$ cat config.mk
export PLATFORM = sky130hd
export DESIGN_NAME = signature_deserializer
export DESIGN_NICKNAME = d
export VERILOG_FILES = /design/src/rtl/signature_deserializer.sv
export SDC_FILE = /design/constraint.sdc
export NUM_CORES = 1
export LEC_CHECK = 0
export ABC_AREA = 1
export CAP_MARGIN = 5
export CORE_MARGIN = 2
export CORE_UTILIZATION = 45
export CTS_CLUSTER_SIZE = 40
export DETAILED_ROUTE_END_ITERATION = 8
export PLACE_DENSITY = 0.69
export SLEW_MARGIN = 5
export SYNTH_ARGS = -nofsm -noshare
export SYNTH_HDL_FRONTEND = slang
export SYNTH_SLANG_ARGS = --single-unit
$ cat constraint.sdc
create_clock -name clk -period 1.5 [get_ports clk]
set_input_delay 0.3 -clock clk [delete_from_list [all_inputs] [get_ports clk]]
set_output_delay 0.3 -clock clk [all_outputs]
set_load 0.02 [all_outputs]
$ cat src/rtl/signature_deserializer.sv
// rtl/signature_deserializer.sv - MSB-first serial-to-byte deserializer with frame index and XOR checksum
module signature_deserializer #(
    parameter  int FRAME_BYTES = 32,
    localparam int IDX_W       = (FRAME_BYTES > 1) ? $clog2(FRAME_BYTES) : 1
) (
    input  logic             clk,
    input  logic             reset,
    input  logic             din,
    input  logic             din_en,
    input  logic             align,
    output logic [7:0]       byte_out,
    output logic             byte_valid,
    output logic [IDX_W-1:0] byte_idx,
    output logic             frame_end,
    output logic [7:0]       checksum
);

    localparam logic [IDX_W-1:0] LAST_IDX = IDX_W'(FRAME_BYTES - 1);

    logic [7:0]       shift_reg;
    logic [2:0]       bit_cnt;
    logic [IDX_W-1:0] frame_cnt;
    logic [7:0]       next_byte;

    assign next_byte = {shift_reg[6:0], din};

    always_ff @(posedge clk) begin
        if (reset) begin
            shift_reg  <= 8'd0;
            bit_cnt    <= 3'd0;
            frame_cnt  <= '0;
            byte_out   <= 8'd0;
            byte_valid <= 1'b0;
            byte_idx   <= '0;
            frame_end  <= 1'b0;
            checksum   <= 8'd0;
        end else begin
            byte_valid <= 1'b0;
            frame_end  <= 1'b0;
            if (align) begin
                // Clearing frame_cnt is what restarts the checksum on the next byte.
                frame_cnt <= '0;
                if (din_en) begin
                    shift_reg <= next_byte;
                    bit_cnt   <= 3'd1;
                end else begin
                    bit_cnt   <= 3'd0;
                end
            end else if (din_en) begin
                shift_reg <= next_byte;
                bit_cnt   <= bit_cnt + 3'd1;
                if (bit_cnt == 3'd7) begin
                    byte_out   <= next_byte;
                    byte_valid <= 1'b1;
                    byte_idx   <= frame_cnt;
                    frame_end  <= (frame_cnt == LAST_IDX);
                    checksum   <= (frame_cnt == '0) ? next_byte : (checksum ^ next_byte);
                    frame_cnt  <= (frame_cnt == LAST_IDX) ? '0 : frame_cnt + IDX_W'(1);
                end
            end
        end
    end

endmodule

# Yosys cells after proc, flatten, opt, wreduce, memory -nomap -nowiden
# Cells that the tools add are included.
[word_totals]
register_bits = 38
in_bits = 5
output_inout_bits = 23
[classes]
add_sub_neg = 2
n_eq_ne = 2
n_mux = 6
n_bitwise = 4
reduce_logical = 7
[ops]
columns = ["operator", "n"]
rows = [
  ["2-to-1 mux 8 bit", 1],
  ["XOR 8 bit", 1],
  ["2-to-1 mux 3 bit", 2],
  ["adder 5 x 1 -> 5 bit, second input constant", 1],
  ["equality test 5 bit, second input constant", 1],
  ["zero test 5 bit", 1],
  ["2-to-1 mux 5 bit", 1],
  ["OR reduction 4 bit", 1],
  ["adder 3 x 1 -> 3 bit, second input constant", 1],
  ["equality test 3 bit, second input constant", 1],
  ["inverter 1 bit", 3],
  ["AND reduction 3 bit", 1],
  ["OR reduction 3 bit", 1],
  ["2-to-1 mux 1 bit", 2],
  ["AND reduction 2 bit", 1],
  ["nonzero test 2 bit", 1],
  ["OR reduction 2 bit", 1],
]

# Logic depth before layout (Yosys ltp)
# Gate-level depths: netlist (run 1).
[logic_depth]
ltp_word = 3
depth_mapped = 9

# Worst setup path before layout (run 1)
# No wires, ideal clock.
[synth_path]
path_kind = "register -> register"
startpoint = "register bit_cnt[0]"
endpoint = "register byte_idx[4]"
setup_time_ns = 0.116
arrival_ns = 1.297
path_slack_ns = 0.087
path_stages_with_launch = 9
path_buffers = 2
cell_sequence = "dfxtp_1 > ha_1 > ha_1 > nand2_8 > nor2_8 > buf_12 > buf_12 > o21ai_0 > nor2_1"
[synth_via]
elab_chain_len = 2
[synth_rtl]
columns = ["element", "line_no", "source"]
rows = [
  ["from (decl)", "21", "logic [2:0] bit_cnt;"],
  ["from (signal assigned)", "51", "bit_cnt <= bit_cnt + 3'd1;"],
  ["equality test 3 bit", "52", "if (bit_cnt == 3'd7) begin"],
  ["AND reduction 3 bit (no source line)", "n/a", ""],
  ["to (signal assigned)", "55", "byte_idx <= frame_cnt;"],
  ["to (decl)", "13", "output logic [IDX_W-1:0] byte_idx,"],
]
# Every way passes these cells.
# A chain may end at the register's enable or synchronous reset.

# Worst setup path after layout (run 1)
[layout_path]
startpoint = "register bit_cnt[0]"
endpoint = "register checksum[0]"
[layout_via]
elab_chain_len = 2
[layout_rtl]
columns = ["element", "line_no", "source"]
rows = [
  ["equality test 3 bit", "52", ""],
  ["AND reduction 3 bit (no source line)", "n/a", ""],
  ["to (signal assigned)", "57", "checksum <= (frame_cnt == '0) ? next_byte : (checksum ^ next_byte);"],
  ["to (decl)", "15", "output logic [7:0] checksum"],
]
# Every way passes these cells.

==> metrics.txt, run 1 <==
H-tree depth 2; Hold Path Origin byte_out[4]; wire per inst 11.9 µm; Switching Share 22.7%; total CTS buffers 5; internal reg-to-reg setup slack 0.06 ns; RSZ-0062 raised after global routing yes; Synth area leaders dfxtp_1 (47%), a21oi_1 (9.0%), nor2_1 (7.2%); DR pass1 iterations 4; worst flop-to-flop path endpoint checksum[0]; Switching Power 0.406 mW; hold buffers post-CTS 0; fmax 0.695 GHz; crit path cell chain ha_4, ha_4, nand2_8, nor2_8, buf_12, nand3_4, a21oi_2, nor2_1; Max Transition Viols Final 0; Non-Filler Instances 287; WS Path Type reg -> reg; Comb pwr share 5.2%; hold-critical path depth 2; Final Hold Fails 0; RR Startpoint bit_cnt[0]; final setup vio count 0; vias per cell 4.89; post-DP HPWL 2.23 mm; GRT Overall Usage 17.8%; Power Density 841 mW/mm²; Synth warnings 0; synthesis-stage register bit count 38; CP endpoint kind flop; Area Growth Syn to Fin 31.9%; Yosys top cell by area dfxtp_1; Clock Latency Late Sink 0.35 ns; Root Buffer clkbuf_4; Max clock buf depth 2; CP startpoint kind flop; Syn Nets 209; WL final 3.41 mm; Post-Place Cells 279; Routed Antenna Nets 0; Hold Path Sink byte_out[4]; Worst EP required 1.75 ns; final worst path period share 95.9%; DRC 0; initial antenna violation count 0; Reg area 766 µm²; CP dominant cell by count ha_4; Hold Path Class reg -> reg; grt ovf 0; Total Power 1.79 mW; mapped cell area 0.00161 mm²; Syn Inst Count 198; Max-Cap Viols 0; Initial DRC Count 60; Clk network pwr share 36.8%; layout cell share with drive strength beyond 1 21.2%; setup bufs post-CTS 0; die extent in y 63.9 µm; initial core utilization 47.6%; filler cell count 303; vias in the first global route 1245; Synth cell types 23; first-pass GRT wire length 5.61 mm; gpl congestion 0.816; final period demand of the worst path 1.44 ns; CTS tree done; Internal Power 1.38 mW; slew of the pin with the lowest slew margin 0.629 ns; diode count 0; Port-buffer cells 27; IO Count 28; Worst slew margin 58.0%; nets@finish 251; status finished clean; Seq pwr share 58.0%; DIE AREA 0.00408 mm²; post-synthesis sequential area ratio 47.1%; skew final 0.00976 ns; worst-path maximum fanout 8; syn avg cell area 8.15 µm²; Slowest-stage cell, CP dfxtp_2; area taken by multi-input logic gates 737 µm²; Max VDD drop 0.000619 V; Site Rows 21; # clock sinks 38; CORE AREA 0.00339 mm²; largest net degree at the start of global routing 21; top-area cell type share of the netlist area 47.1%; via count 1402; Data arrival, critical path 1.69 ns; CP peak stage delay 0.37 ns; hold_ws 0.465 ns; Die X-Extent 63.9 µm; Reg2Reg Depth 8; Leakage 0.973 nW; clk slew on worst S/H paths 0.10 ns
==> worst max path at each step <==
| stage | endpoint | cells past startpoint | from | slack (ns) |
|---|---|---|---|---|
| after floorplan | byte_idx[4] | 8 | bit_cnt[0] | 0.09 |
| after detailed placement | shift_reg[0] | 4 | reset | -0.19 |
| after CTS | frame_cnt[2] | 9 | frame_cnt[0] | 0.007 |
| after global routing | bit_cnt[0] | 4 | reset | -0.02 |
| final | checksum[0] | 8 | bit_cnt[0] | 0.06 |
| after global placement | frame_cnt[1] | 6 | align | -0.19 |
==> power groups by stage <==
stage	registers, mW	clock network (mW)	logic [mW]
final	1.04	0.659	0.0938
after CTS	1.04	0.673	0.0897
after global routing	1.04	0.717	0.106
after global placement	1.06	0	0.0879
after floorplan	1.06	0	0.0564
after detailed placement	1.06	0	0.0889
==> cell usage after synthesis <==
cell type / n
ha_1: 6
nand3_4: 1
and3_1: 1
inv_1: 26
buf_6: 1
nor2_8: 1
a211oi_2: 1
nand2_1: 26
o21ai_0: 14
buf_4: 1
nor2_2: 1
nand2_8: 1
inv_2: 1
buf_2: 2
nor3_1: 1
nand4_1: 8
nor2_1: 31
buf_12: 2
o21ai_2: 3
a211oi_1: 1
a21oi_1: 29
dfxtp_1: 38
clkbuf_1: 2
==> placed cells by master, fill, tap and decap left out, types with 5 or more instances in the layout <==
cell type       n
dfxtp_1        34
nor2_1         28
inv_1          25
a21oi_1        25
nand2_1        24
dlygate4sd2_1  23
buf_4          14
o21ai_0        13
nand4_1         8
clkbuf_4        5
==> stage by stage <==
| stage | setup TNS (ns) | utilization [%] | worst slack (ns) | cell area, µm² |
|---|---|---|---|---|
| 2_1_floorplan | 0 | - | 0.0871 | 1610 |
| 5_1_grt | -0.0381 | 62.8 | -0.0186 | 2130 |
| 6_report | 0 | 62.8 | 0.0615 | 2130 |
| 3_3_place_gp | -4.60 | 59.3 | -0.189 | 2010 |
| 4_1_cts | 0 | 60.9 | 0.00732 | 2070 |
| 3_5_place_dp | -4.98 | 59.3 | -0.188 | 2010 |
==> kinds of logic (layout without fill, tap and decap cells) <==
logic type,count (synthesis),count (layout),share of synthesized area [%]
compound gates,48,48,16.2
fa+ha+maj,6,6,4.65
buf+inv,35,78,11.0
flops,38,38,47.1
simple gates,71,71,21.0
==> area by class of cell <==
type | count | share of cell area [%]
sequential | 38 | 36.0
clock buffer | 8 | 3.70
tap | 46 | 2.70
inverter | 27 | 4.88
timing repair buffer | 43 | 18.2
multi-input combinational | 125 | 34.6
==> worst max-delay path, delay by kind of cell, from the launching register on <==
kind,cells,cell delay [ns]
compound gates,1,0.18
buf+inv,1,0.12
flops,1,0.37
fa+ha+maj,2,0.29
simple gates,4,0.37
==> layer usage <==
layer  global-route usage (%)  routed length, µm  up-vias  share of wire [%]
met3                     5.99                207        7                6.1
met5                        0                  0        -                  0
li1                         -                  -      720                  -
met2                     27.2               1580       38                 46
met1                     23.1               1560      637                 46
met4                     6.52                 59        0                1.7
==> repair_timing <==
action	in CTS	in global routing
cloned	0	0
hold endpoints to repair	0	0
endpoints found under the setup margin	39	19
pin swaps	0	1
gates resized for setup	25	20
Note: power is estimated with default switching activity, not from simulation.
==> run 2, diff against run 1 <==
--- a/config.mk
+++ b/config.mk
@@ -12,7 +12,6 @@
 export CTS_CLUSTER_SIZE = 40
 export DETAILED_ROUTE_END_ITERATION = 8
 export PLACE_DENSITY = 0.69
-export SLEW_MARGIN = 5
 export SYNTH_ARGS = -nofsm -noshare
 export SYNTH_HDL_FRONTEND = slang
 export SYNTH_SLANG_ARGS = --single-unit
==> results of run 2 <==
Final layout, timing and power as in run 1 (identical DEF).
